## config.mk

```make
export PLATFORM = sky130hd
export DESIGN_NAME = nes_flash_arb
export DESIGN_NICKNAME = d
export VERILOG_FILES = /design/src/rtl/nes_flash_arb_pkg.sv /design/src/rtl/nes_flash_req_slot.sv /design/src/rtl/nes_flash_arb.sv
export SDC_FILE = /design/constraint.sdc
export NUM_CORES = 1
export LEC_CHECK = 0
export ABC_AREA = 1
export BUFFER_PORTS_ARGS = -buffer_cell sky130_fd_sc_hd__buf_2
export CAP_MARGIN = 30
export CORE_ASPECT_RATIO = 1.5
export CORE_MARGIN = 5
export CORE_UTILIZATION = 30
export CTS_CLUSTER_SIZE = 40
export DETAILED_ROUTE_END_ITERATION = 8
export PLACE_DENSITY = 0.55
export SYNTH_ARGS = -nofsm -noshare
export SYNTH_HDL_FRONTEND = slang
export SYNTH_HIERARCHICAL = 1
export SYNTH_SLANG_ARGS = --single-unit
```

## constraint.sdc

```tcl
create_clock -name i_clk -period 3.15 [get_ports i_clk]
set_clock_uncertainty 0.2 [all_clocks]
set_input_delay 0.63 -clock i_clk [delete_from_list [all_inputs] [get_ports i_clk]]
set_output_delay 0.63 -clock i_clk [all_outputs]
set_load 0.005 [all_outputs]
```

## src/rtl/nes_flash_arb_pkg.sv

```systemverilog
// Shared constants and types for the NOR flash arbiter.
// Imported by the request slot and the top level.
package nes_flash_arb_pkg;

  localparam int FL_ADDR_W = 23;

  localparam logic PORT_CPU = 1'b0;
  localparam logic PORT_PPU = 1'b1;

  typedef enum logic [1:0] {
    ST_IDLE  = 2'd0,
    ST_SETUP = 2'd1,
    ST_WAIT  = 2'd2,
    ST_DONE  = 2'd3
  } st_e;

  // On a tie the port that was not served last wins.
  function automatic logic rr_pick(
    input logic [1:0] i_elig,
    input logic       i_last
  );
    logic w_g;
    if (i_elig == 2'b11) w_g = ~i_last;
    else                 w_g = i_elig[1];
    return w_g;
  endfunction

endpackage

```

## src/rtl/nes_flash_req_slot.sv

```systemverilog
// One pending-request slot: pending bit, captured address
// and sticky drop flag.
module nes_flash_req_slot
  import nes_flash_arb_pkg::*;
(
  input  logic                 i_clk,
  input  logic                 i_rstn,
  input  logic                 i_req,
  input  logic [FL_ADDR_W-1:0] i_addr,
  input  logic                 i_clr,
  output logic                 o_pend,
  output logic [FL_ADDR_W-1:0] o_addr,
  output logic                 o_drop
);

  logic                 r_pend;
  logic [FL_ADDR_W-1:0] r_addr;
  logic                 r_drop;
  logic                 w_take;

  // A pulse on the clearing edge starts a fresh request.
  assign w_take = i_req & (~r_pend | i_clr);

  always_ff @(posedge i_clk or negedge i_rstn) begin
    if (!i_rstn) begin
      r_pend <= 1'b0;
      r_addr <= '0;
      r_drop <= 1'b0;
    end else begin
      if (w_take) begin
        r_pend <= 1'b1;
        r_addr <= i_addr;
      end else if (i_clr) begin
        r_pend <= 1'b0;
      end
      if (i_req & ~w_take) r_drop <= 1'b1;
    end
  end

  assign o_pend = r_pend;
  assign o_addr = r_addr;
  assign o_drop = r_drop;

endmodule

```

## src/rtl/nes_flash_arb.sv

```systemverilog
// Round-robin read sequencer for the shared NOR flash
// between CPU PRG and PPU CHR fetches.
module nes_flash_arb
  import nes_flash_arb_pkg::*;
#(
  parameter int FL_WAIT = 6
) (
  input  logic                 i_clk,
  input  logic                 i_rstn,
  input  logic                 i_cpu_req,
  input  logic [FL_ADDR_W-1:0] i_cpu_addr,
  output logic                 o_cpu_ack,
  output logic [7:0]           o_cpu_rdata,
  input  logic                 i_ppu_req,
  input  logic [FL_ADDR_W-1:0] i_ppu_addr,
  output logic                 o_ppu_ack,
  output logic [7:0]           o_ppu_rdata,
  output logic [FL_ADDR_W-1:0] o_fl_addr,
  output logic                 o_fl_ce_n,
  output logic                 o_fl_oe_n,
  input  logic [7:0]           i_fl_rdata,
  output logic                 o_busy,
  output logic [1:0]           o_drop
);

  localparam logic [3:0] LP_CNT0 = 4'(FL_WAIT - 1);

  st_e                  r_st;
  st_e                  w_nxt;
  logic                 r_gnt;
  logic                 r_last;
  logic [3:0]           r_cnt;
  logic [FL_ADDR_W-1:0] r_fl_addr;
  logic                 r_ce_n;
  logic                 r_oe_n;
  logic                 r_busy;
  logic                 r_cpu_ack;
  logic                 r_ppu_ack;
  logic [7:0]           r_cpu_rdata;
  logic [7:0]           r_ppu_rdata;

  logic [1:0]           w_pend;
  logic [1:0]           w_clr;
  logic [FL_ADDR_W-1:0] w_cpu_saddr;
  logic [FL_ADDR_W-1:0] w_ppu_saddr;
  logic [1:0]           w_elig;
  logic                 w_pick;
  logic [FL_ADDR_W-1:0] w_pick_addr;
  logic                 w_ce_n_d;
  logic                 w_oe_n_d;
  logic                 w_busy_d;
  logic                 w_cpu_ack_d;
  logic                 w_ppu_ack_d;
  logic                 w_load;
  logic                 w_latch;

  assign w_clr[0] = (r_st == ST_DONE) & (r_gnt == PORT_CPU);
  assign w_clr[1] = (r_st == ST_DONE) & (r_gnt == PORT_PPU);

  nes_flash_req_slot u_slot_cpu (
    .i_clk  (i_clk),
    .i_rstn (i_rstn),
    .i_req  (i_cpu_req),
    .i_addr (i_cpu_addr),
    .i_clr  (w_clr[0]),
    .o_pend (w_pend[0]),
    .o_addr (w_cpu_saddr),
    .o_drop (o_drop[0])
  );

  nes_flash_req_slot u_slot_ppu (
    .i_clk  (i_clk),
    .i_rstn (i_rstn),
    .i_req  (i_ppu_req),
    .i_addr (i_ppu_addr),
    .i_clr  (w_clr[1]),
    .o_pend (w_pend[1]),
    .o_addr (w_ppu_saddr),
    .o_drop (o_drop[1])
  );

  // In DONE the served port only counts if it re-pulsed now.
  always_comb begin
    w_elig      = 2'b00;
    w_pick_addr = w_cpu_saddr;
    if (r_st == ST_IDLE) begin
      w_elig = w_pend;
    end else if (r_st == ST_DONE) begin
      w_elig[0] = (r_gnt == PORT_CPU) ? i_cpu_req : w_pend[0];
      w_elig[1] = (r_gnt == PORT_PPU) ? i_ppu_req : w_pend[1];
    end
    w_pick = rr_pick(w_elig, r_last);
    if (w_pick == PORT_PPU) begin
      if (r_st == ST_DONE && r_gnt == PORT_PPU) w_pick_addr = i_ppu_addr;
      else                                      w_pick_addr = w_ppu_saddr;
    end else begin
      if (r_st == ST_DONE && r_gnt == PORT_CPU) w_pick_addr = i_cpu_addr;
      else                                      w_pick_addr = w_cpu_saddr;
    end
  end

  always_ff @(posedge i_clk or negedge i_rstn) begin
    if (!i_rstn) r_st <= ST_IDLE;
    else         r_st <= w_nxt;
  end

  always_comb begin
    w_nxt = r_st;
    unique case (r_st)
      ST_IDLE:  if (|w_elig) w_nxt = ST_SETUP;
      ST_SETUP: w_nxt = ST_WAIT;
      ST_WAIT:  if (r_cnt == 4'd0) w_nxt = ST_DONE;
      ST_DONE:  w_nxt = (|w_elig) ? ST_SETUP : ST_IDLE;
      default:  w_nxt = ST_IDLE;
    endcase
  end

  // Pins are registered from the next state.
  always_comb begin
    w_ce_n_d    = ~((w_nxt == ST_SETUP) | (w_nxt == ST_WAIT));
    w_oe_n_d    = (w_nxt != ST_WAIT);
    w_busy_d    = (w_nxt != ST_IDLE);
    w_cpu_ack_d = (w_nxt == ST_DONE) & (r_gnt == PORT_CPU);
    w_ppu_ack_d = (w_nxt == ST_DONE) & (r_gnt == PORT_PPU);
    w_load      = (w_nxt == ST_SETUP);
    w_latch     = (r_st == ST_WAIT) & (r_cnt == 4'd0);
  end

  always_ff @(posedge i_clk or negedge i_rstn) begin
    if (!i_rstn) begin
      r_gnt       <= PORT_CPU;
      r_last      <= PORT_CPU;
      r_cnt       <= 4'd0;
      r_fl_addr   <= '0;
      r_ce_n      <= 1'b1;
      r_oe_n      <= 1'b1;
      r_busy      <= 1'b0;
      r_cpu_ack   <= 1'b0;
      r_ppu_ack   <= 1'b0;
      r_cpu_rdata <= 8'h00;
      r_ppu_rdata <= 8'h00;
    end else begin
      r_ce_n    <= w_ce_n_d;
      r_oe_n    <= w_oe_n_d;
      r_busy    <= w_busy_d;
      r_cpu_ack <= w_cpu_ack_d;
      r_ppu_ack <= w_ppu_ack_d;
      if (w_load) begin
        r_gnt     <= w_pick;
        r_last    <= w_pick;
        r_fl_addr <= w_pick_addr;
      end
      if (r_st == ST_SETUP)
        r_cnt <= LP_CNT0;
      else if (r_st == ST_WAIT && r_cnt != 4'd0)
        r_cnt <= r_cnt - 4'd1;
      if (w_latch && r_gnt == PORT_CPU) r_cpu_rdata <= i_fl_rdata;
      if (w_latch && r_gnt == PORT_PPU) r_ppu_rdata <= i_fl_rdata;
    end
  end

  assign o_fl_addr   = r_fl_addr;
  assign o_fl_ce_n   = r_ce_n;
  assign o_fl_oe_n   = r_oe_n;
  assign o_busy      = r_busy;
  assign o_cpu_ack   = r_cpu_ack;
  assign o_ppu_ack   = r_ppu_ack;
  assign o_cpu_rdata = r_cpu_rdata;
  assign o_ppu_rdata = r_ppu_rdata;

endmodule

```

; Word level (Yosys, flattened, before mapping)
; Index checks and enable logic that the tools add are counted.
[totals]
register_bits = 101
latch_bits = 0
mem_bits_rw = 0
rom_bits = 0
in_bits = 58
out_inout_bits = 46
memories = 0
[op_classes]
add_sub_neg = 1
mul = 0
div = 0
order_cmp = 0
n_eq_ne = 8
shift = 0
n_mux = 18
bitwise_logic = 18
reduce_logical = 13
[ops]
columns = operator, count
row1 = 2-to-1 mux 23 bit, 3
row2 = "equality test 2 bit, second input constant", 5
row3 = AND 1 bit, 9
row4 = 2-to-1 mux 1 bit, 8
row5 = 2-to-1 mux 2 bit, 4
row6 = 2-to-1 mux 4 bit, 2
row7 = one-hot mux 2 bit (4 select lines), 1
row8 = nonzero test 2 bit, 4
row9 = NOT 1 bit, 6
row10 = logical AND 1 bit, 5
row11 = "equality test 2 x 1 -> 1 bit, second input constant", 2
row12 = logical NOT 4 bit, 1
row13 = nonzero test 4 bit, 1
row14 = "subtractor 4 x 1 -> 4 bit, second input constant", 1
row15 = OR 1 bit, 3
row16 = logical NOT 2 bit, 1
row17 = "!= test 2 bit, second input constant", 1
row18 = OR reduction 2 bit, 1

; Depth between registers and ports, before layout
; Gate-level depths: netlist of the first run.
[depth]
word_depth = 9
depth_mapped = 13
ltp_nobuf = 12

; By module
; Netlist of the first run, hierarchy kept.
[modules_own_cells]
columns = mod, instances, cells_per_inst, area_per_inst_um2, seq_area_each_um2
row1 = nes_flash_arb, 1, 448, 3061.7, 1278.7
row2 = nes_flash_req_slot, 2, 107, 1038.5, 625.6

; Least setup slack after synthesis of the first run
; Ideal clock, no wire load.
[synth_timing]
path_kind = register to register
startpoint = register r_st[0]
endpoint = register r_fl_addr[10], in the netlist o_fl_addr[10]
setup_time_ns = 0.066
t_arrival_ns = 1.962
slack_ns = 0.922
stages_incl_launch_ff = 13
path_buffers = 1
synth_period_minus_slack_ns = 2.228
cell_sequence = dfrtp_1 ha_1 nand2_2 inv_2 nand3_2 nand2_4 nor2_1 nand2_1 ha_1 inv_1 clkbuf_1 nand2_1 nand2_1
[synth_between]
elab_chain_len = 7
elab_cells_between_ends = 19
classes_between = eq/ne: 5 / mux: 10 / reduce/logical: 4
[synth_rtl]
columns = item, line_no
row1 = start: declaration, nes_flash_arb.sv:28  ; st_e r_st;
row2 = start signal: assignment, nes_flash_arb.sv:104  ; else r_st <= w_nxt;
row3 = equality test 2 bit, -
row4 = 2-to-1 mux 2 bit, nes_flash_arb.sv:88  ; end else if (r_st == ST_DONE) begin
row5 = 2-to-1 mux 2 bit, nes_flash_arb.sv:86  ; if (r_st == ST_IDLE) begin
row6 = OR reduction 2 bit, "nes_flash_arb.sv:110, nes_flash_arb.sv:113"
row7 = 2-to-1 mux 1 bit or 2-to-1 mux 2 bit (tied branches), "nes_flash_arb.sv:113, nes_flash_arb.sv:110"
row8 = one-hot mux 2 bit (4 select lines), nes_flash_arb.sv:109  ; unique case (r_st)
row9 = equality test 2 x 1 -> 1 bit, nes_flash_arb.sv:125  ; w_load = (w_nxt == ST_SETUP);
row10 = end signal: assignment, nes_flash_arb.sv:151  ; r_fl_addr <= w_pick_addr;
row11 = end: declaration, nes_flash_arb.sv:33  ; logic [FL_ADDR_W-1:0] r_fl_addr;
; Several ways; a longest one is shown, not always the timed one.
; A chain may end at the register's enable or synchronous reset.

; Final worst setup path of the first run
[layout_timing]
startpoint = register r_st[0]
endpoint = register r_fl_addr[15], in the netlist o_fl_addr[15]
; The elaborated chain is that of the path after synthesis.

==> reports/metrics.yaml, run 1 <==
critPathBufInv: 2
grt_max_degree: 53
cts_tree: "built"
grt_overflow: 0
num_rows: 58
synth_seq_cells: 101
final_common_cell: "nand2_1"
via_count: 4304
initial_core_util_pct: 30.5
finalWirelength_mm: 13.4
path_cells: "ha_1 -> nand2_2 -> inv_2 -> nand3_2 -> nand2_4 -> nor2_1 -> nand2_1 -> ha_1 -> buf_4 -> nand3_1 -> nand2_1"
tightestPinTransition_ns: 0.721
clock-sinks: 101
end_kind: "flip-flop"
finalPower_mw: 6.75
via_per_inst: 4.46
syn_nets: 727
swShare_pct: 42.9
status: "complete, no violations"
post-cts-setup-buffers: 0
die_h_microns: 170
p_leak_nw: 3.40
whs_ns: 0.145
vdd_drop_max_uv: 388
clock_latency_ns: 0.34
synth.avg_cell_area_sq_um: 7.76
cp_max_fo: 25
drive_above_1_share_pct: 20.1
remaining_drc_errors: 0
timing.fmax_mhz: 360
finalHoldViolCount: 0
synth_area_sq_mm: 0.00514
portBuffers: 103
slowest_delay_ns: 0.53
cts-htree-levels: 3
track_usage_pct: 14.2
place_congestion: 0.755
cts_max_path_buffers: 2
area.growth.synth_to_final_pct: 18.4
grt_pass1_wl_mm: 22.5
fin_crit_sh_pct: 88.2
seqPwrFrac_pct: 33.8
cts-resized-gates: 0
ys_seq_area_share_pct: 49.2
fin_nets: 816
yosys_warnings: 6
finalSetupViolCount: 0
cpLargestDelayFamily: "simple AND/OR/NAND/NOR gates"
cts-hold-fix-buffers: 0
report.final.slew_viol_count: 0
setup-tns-final_ns: 0
p_sw_mw: 2.90
crit_arrival_ns: 2.86
dp_hpwl_mm: 10.0
fillCellCount: 1852
core_area_sq_mm: 0.0168
reg2regPathDepth: 11
wl_per_cell_microns: 13.9
final_cell_mix: "263 x nand2_1, 108 x nand3_1, 102 x buf_2"
dieArea_sq_mm: 0.0199
hold_path.class: "in2async"
rr_endpoint: "o_fl_addr[15]"
period_needed_ns: 2.78
placed_area_sq_mm: 0.00574
pwr-share-clk_pct: 18.8
numCtsBuffers: 9
cellPowerDensity_mw_per_mm2: 1110
grt_antenna_before_repair: 1
cts-root-buf: "clkbuf_16"
p_comb_share_pct: 47.4
synth_cell_types: 25
ioPinCount: 104
grt_pass1_vias: 4317
drtIter0Drc: 230
rsz0062_at_grt: "no"
fin_area_sq_mm: 0.00608
intPower_mw: 3.86
worstPathRequired_ns: 3.23
worstReg2RegStart: "r_st[0]"
reg2reg_setup_slack_ns: 0.37
die_width_microns: 117
diodes: 0
critPathKind: "reg2reg"
maxCapViolations: 0
synth_cells: 662
start_kind: "flip-flop"
drtPass1Iterations: 6
ant_nets: 0
path_clk_slew_ns: 0.07
cpMaxStageDelayCell: "ha_1"
slew_headroom_pct: 52.0
[logic make-up (layout without fill, tap and decap cells)]
family | Yosys count | after routing | share of synthesized area (%)
flops | 101 | 101 | 49.2
buf+inv | 99 | 193 | 9.86
fa+ha+maj | 7 | 7 | 1.70
simple gates | 407 | 407 | 34.3
compound gates | 48 | 48 | 4.92
[Yosys cell counts]
| cell type | instances | share of area [%] |
|---|---|---|
| inv_1 | 60 | 4.4 |
| nor2_1 | 10 | 0.73 |
| o21ai_1 | 1 | 0.097 |
| o211ai_2 | 1 | 0.24 |
| buf_12 | 2 | 0.78 |
| dfrtp_1 | 99 | 48 |
| a21oi_1 | 1 | 0.097 |
| inv_2 | 3 | 0.22 |
| ha_1 | 7 | 1.7 |
| buf_2 | 4 | 0.39 |
| clkbuf_1 | 12 | 0.88 |
| nand2_4 | 6 | 1.3 |
| buf_4 | 10 | 1.5 |
| or2_0 | 8 | 0.97 |
| clkbuf_4 | 2 | 0.29 |
| nand3_2 | 1 | 0.19 |
| or2_2 | 3 | 0.37 |
| o21ai_0 | 43 | 4.2 |
| dfstp_2 | 2 | 1.0 |
| buf_8 | 2 | 0.58 |
| nand3_1 | 108 | 11 |
| o21bai_1 | 2 | 0.29 |
| nand2_1 | 263 | 19 |
| buf_6 | 4 | 0.88 |
| nand2_2 | 8 | 0.97 |
[how the worst max path moves through the flow]
stage                     startpoint             to  slack [ns]  cells after the start
after floorplan              r_st[0]  o_fl_addr[10]        0.92                     12
after global placement       r_st[0]   o_fl_addr[3]        0.47                     11
after detailed placement     r_st[0]  o_fl_addr[13]        0.33                     11
after CTS                    r_st[0]  o_fl_addr[13]        0.33                     11
after global routing         r_st[1]  o_fl_addr[10]        0.07                     11
final                        r_st[0]  o_fl_addr[15]        0.37                     11
[flip-flops by register name (all words and copies together) (netlist names)]
signal             cells
o_fl_addr             23
u_slot_cpu/o_addr     23
u_slot_ppu/o_addr     23
o_cpu_rdata            8
o_ppu_rdata            8
r_cnt                  4
r_st                   2
o_busy                 1
o_cpu_ack              1
o_fl_ce_n              1
o_fl_oe_n              1
o_ppu_ack              1
r_gnt                  1
u_slot_cpu/o_drop      1
u_slot_cpu/o_pend      1
u_slot_ppu/o_drop      1
u_slot_ppu/o_pend      1
[layout make-up]
type	instances	area, sq um	area share (%)
Sequential cell	101	2530	41.6
Multi-Input combinational cell	462	2100	34.6
Tap cell	210	263	4.32
Timing Repair Buffer	114	613	10.1
Clock buffer	11	233	3.83
Clock inverter	5	106	1.75
Inverter	63	236	3.89
[metrics by stage]
step | util, % | instances | worst slack [ns]
5_1_grt | 36.1 | 966 | 0.0697
4_1_cts | 36.1 | 966 | 0.328
3_5_place_dp | 34.1 | 950 | 0.331
6_report | 36.1 | 966 | 0.371
2_1_floorplan | - | 662 | 0.922
3_3_place_gp | 34.1 | 950 | 0.470
[power by group through the flow]
stage          Sequential (mW)  Clock, mW  Combinational, mW
6_report                  2.28       1.27               3.20
5_1_grt                   2.36       1.37               3.74
4_1_cts                   2.29       1.31               3.28
3_5_place_dp              2.30          0               3.27
3_3_place_gp              2.31          0               3.23
2_1_floorplan             2.23          0               2.45
[metal layers]
layer	vias to the layer above	wire, microns	GRT usage, %
met5	-	13	0
li1	2236	-	-
met4	2	192	4.24
met3	12	642	3.20
met2	85	6750	24.1
met1	1969	5850	18.0
[worst reg2reg max path, cell delays in order, from the launching register on]
cell     delay (ns)
dfrtp_1        0.37
ha_1           0.53
nand2_2        0.34
inv_2          0.15
nand3_2        0.09
nand2_4        0.23
nor2_1         0.10
nand2_1        0.07
ha_1           0.17
buf_4          0.28
nand3_1        0.12
nand2_1        0.07
Note: power is estimated with default switching activity, not from simulation.
==> run 2, diff against run 1 <==
--- a/config.mk
+++ b/config.mk
@@ -8,12 +8,14 @@
 export ABC_AREA = 1
 export BUFFER_PORTS_ARGS = -buffer_cell sky130_fd_sc_hd__buf_2
 export CAP_MARGIN = 30
+export CELL_PAD_IN_SITES_DETAIL_PLACEMENT = 1
+export CELL_PAD_IN_SITES_GLOBAL_PLACEMENT = 1
 export CORE_ASPECT_RATIO = 1.5
 export CORE_MARGIN = 5
 export CORE_UTILIZATION = 30
 export CTS_CLUSTER_SIZE = 40
 export DETAILED_ROUTE_END_ITERATION = 8
-export PLACE_DENSITY = 0.55
+export PLACE_DENSITY = 0.69
 export SYNTH_ARGS = -nofsm -noshare
 export SYNTH_HDL_FRONTEND = slang
 export SYNTH_HIERARCHICAL = 1
==> run 2 against run 1 <==
First-iteration DRC count shrank 14%. Via count grew 2.5%. Worst hold slack lost 0.051 ns. Sequential share of layout area grew 0.27 points. Critical path depth grew 4. Critical path type unchanged. Die area is the same. Setup slack gained 0.051 ns. Count of clock-buffer cells in the layout is the same.
==> reports/metrics.yaml, run 2 (synthesis gave the netlist of run 1 again) <==
wl_per_cell_microns: 14.6  # was 13.9 microns
cts-htree-levels: 3  # unchanged
cts_tree: "built"  # unchanged
ant_nets: 0  # unchanged
drtPass1Iterations: 4  # was 6
rr_endpoint: "o_fl_addr[5]"  # was o_fl_addr[15]
worstPathRequired_ns: 3.24  # was 3.23 ns
die_h_microns: 170  # unchanged
portBuffers: 103  # unchanged
cts-hold-fix-buffers: 0  # unchanged
initial_core_util_pct: 30.5  # unchanged
seq_area_sq_mm: 0.00253  # unchanged
path_clk_slew_ns: 0.07  # about the same
crit_arrival_ns: 2.82  # was 2.86 ns
start_kind: "flip-flop"  # unchanged
die_width_microns: 117  # unchanged
drive_above_1_share_pct: 20.3  # was 20.1%
core_area_sq_mm: 0.0168  # unchanged
grt_pass1_vias: 4606  # was 4,317
pre_cts_ws_ns: 0.381  # was 0.331 ns
track_usage_pct: 14.9  # was 14.2%
final_cell_mix: "263 x nand2_1, 108 x nand3_1, 102 x buf_2"  # unchanged
slew_headroom_pct: 61.6  # was 52.0%
place_congestion: 0.745  # was 0.755
cellPowerDensity_mw_per_mm2: 1100  # was 1110 mW/mm^2
cts_max_path_buffers: 2  # unchanged
ioPinCount: 104  # unchanged
routed-wl-met3_microns: 710  # was 642 microns
clock_latency_ns: 0.35  # was 0.34 ns
worstReg2RegStart: "r_st[0]"  # unchanged
fin_crit_sh_pct: 86.6  # was 88.2%
finalPower_mw: 6.66  # was 6.75 mW
area.growth.synth_to_final_pct: 17.6  # was 18.4%
via_count: 4412  # was 4,304
cts-resized-gates: 0  # unchanged
setup-tns-final_ns: 0  # unchanged
dp_cells: 950  # unchanged
tightestPinTransition_ns: 0.576  # was 0.721 ns
drtIter0Drc: 197  # was 230
timing.fmax_mhz: 367  # was 360 MHz
via_per_inst: 4.57  # was 4.46
crit_top_cell: "nand2_1"
dieArea_sq_mm: 0.0199  # unchanged
remaining_drc_errors: 0  # unchanged
cp_max_fo: 25  # unchanged
finalNonFillerCells: 965  # was 966
grt_pass1_wl_mm: 23.6  # was 22.5 mm
final_common_cell: "nand2_1"  # unchanged
slowest_delay_ns: 0.40  # was 0.53 ns
fillCellCount: 2097  # was 1,852
period_needed_ns: 2.73  # was 2.78 ns
maxCapViolations: 0  # unchanged
diodes: 0  # unchanged
finalSetupViolCount: 0  # unchanged
critPathKind: "reg2reg"  # unchanged
clock-sinks: 101  # unchanged
finalHoldViolCount: 0  # unchanged
rsz0062_at_grt: "no"  # unchanged
grt_max_degree: 102  # was 53
top_layer: "met4"  # was met5
p_leak_nw: 3.38  # was 3.40 nW
post-cts-setup-buffers: 0  # unchanged
grt_overflow: 0  # unchanged
report.final.slew_viol_count: 0  # unchanged
cts-root-buf: "clkbuf_16"  # unchanged
multi_input_area_sq_mm: 0.00210  # unchanged
m1WireLength_mm: 6.25  # was 5.85 mm
num_rows: 58  # unchanged
vdd_drop_max_uv: 415  # was 388 uV
critPathLaunch: "r_st[0]"  # unchanged
reg2regPathDepth: 15  # was 11
numCtsBuffers: 9  # unchanged
endpoint: "o_fl_addr[5]"  # was o_fl_addr[15]
dp_hpwl_mm: 10.6  # was 10.0 mm
reg2reg_setup_slack_ns: 0.42  # was 0.37 ns
wl_met2_mm: 6.98  # was 6.75 mm
status: "complete, no violations"  # unchanged
finalWirelength_mm: 14.1  # was 13.4 mm
fin_nets: 816  # unchanged
end_kind: "flip-flop"  # unchanged
cpMaxStageDelayCell: "dfrtp_1"  # was ha_1
grt_antenna_before_repair: 0  # was 1
path_cells: "ha_1 -> buf_4 -> nand2_2 -> buf_4 -> inv_1 -> nand2_1 -> nand2_1 -> nor2_1 -> nand2_1 -> ha_1 -> buf_4 -> inv_1 -> buf_4 -> nand2_1 -> nand2_1"  # was ha_1 -> nand2_2 -> inv_2 -> nand3_2 -> nand2_4 -> nor2_1 -> nand2_1 -> ha_1 -> buf_4 -> nand3_1 -> nand2_1
fin_ws_ns: 0.422  # was 0.371 ns
hold_path.class: "in2async"  # unchanged
==> run 2: cell types whose count changed in the layout (fill, tap and decap cells not counted) <==
| cell | change |
|---|---|
| bufinv_16 | -2 |
| clkbuf_1 | -2 |
| clkinv_2 | +2 |
| inv_6 | -1 |
| clkbuf_8 | +2 |
==> run 2: routing by layer <==
metal  global-route usage [%]  vias up
li1                         -     2240
met1                     19.8     2087
met2                     24.2       73
met3                     3.45       12
met4                     4.09        0
met5                        0        -
==> run 2: through the flow <==
stage                     util [%]  hold WS, ns  area, sq um
after CTS                     35.9        0.159         6040
final                         35.9       0.0940         6040
after global routing          35.9        0.161         6040
after floorplan                  -        0.134         5140
after detailed placement      34.1        0.259         5740
after global placement        34.1        0.251         5740
==> run 2: where the power goes <==
part	internal (mW)	switching, mW	leakage (nW)
sequential	1.93	0.362	1.23
combinational	1.15	2.10	2.01
clock	0.652	0.475	0.147
==> run 2: worst min path at each step <==
stage,to,slack (ns),startpoint
after floorplan,o_busy,0.13,i_rstn
after global placement,u_slot_cpu/o_addr[22],0.25,u_slot_cpu/o_addr[22]
after detailed placement,u_slot_cpu/o_addr[22],0.26,u_slot_cpu/o_addr[22]
after CTS,o_cpu_rdata[4],0.16,i_rstn
after global routing,o_cpu_rdata[2],0.16,i_rstn
final,o_ppu_rdata[4],0.09,i_rstn
==> run 2: critical path, delay by kind of cell, from the launching register on <==
| family | cells | cell delay [ns] |
|---|---|---|
| buffers and inverters | 6 | 1.09 |
| adder cells (fa/ha/maj) | 2 | 0.41 |
| AND/OR/NAND/NOR | 7 | 0.55 |
| flip-flops | 1 | 0.40 |
==> run 2: area by class of cell <==
type                    count  share of cell area (%)
flip-flops and latches    101                    41.9
multi-input cells         462                    34.8
repair buffers            114                    10.1
well taps                 210                    4.35
clock buffers              11                    4.18
inverters                  63                    3.91
clock inverters             4                   0.787
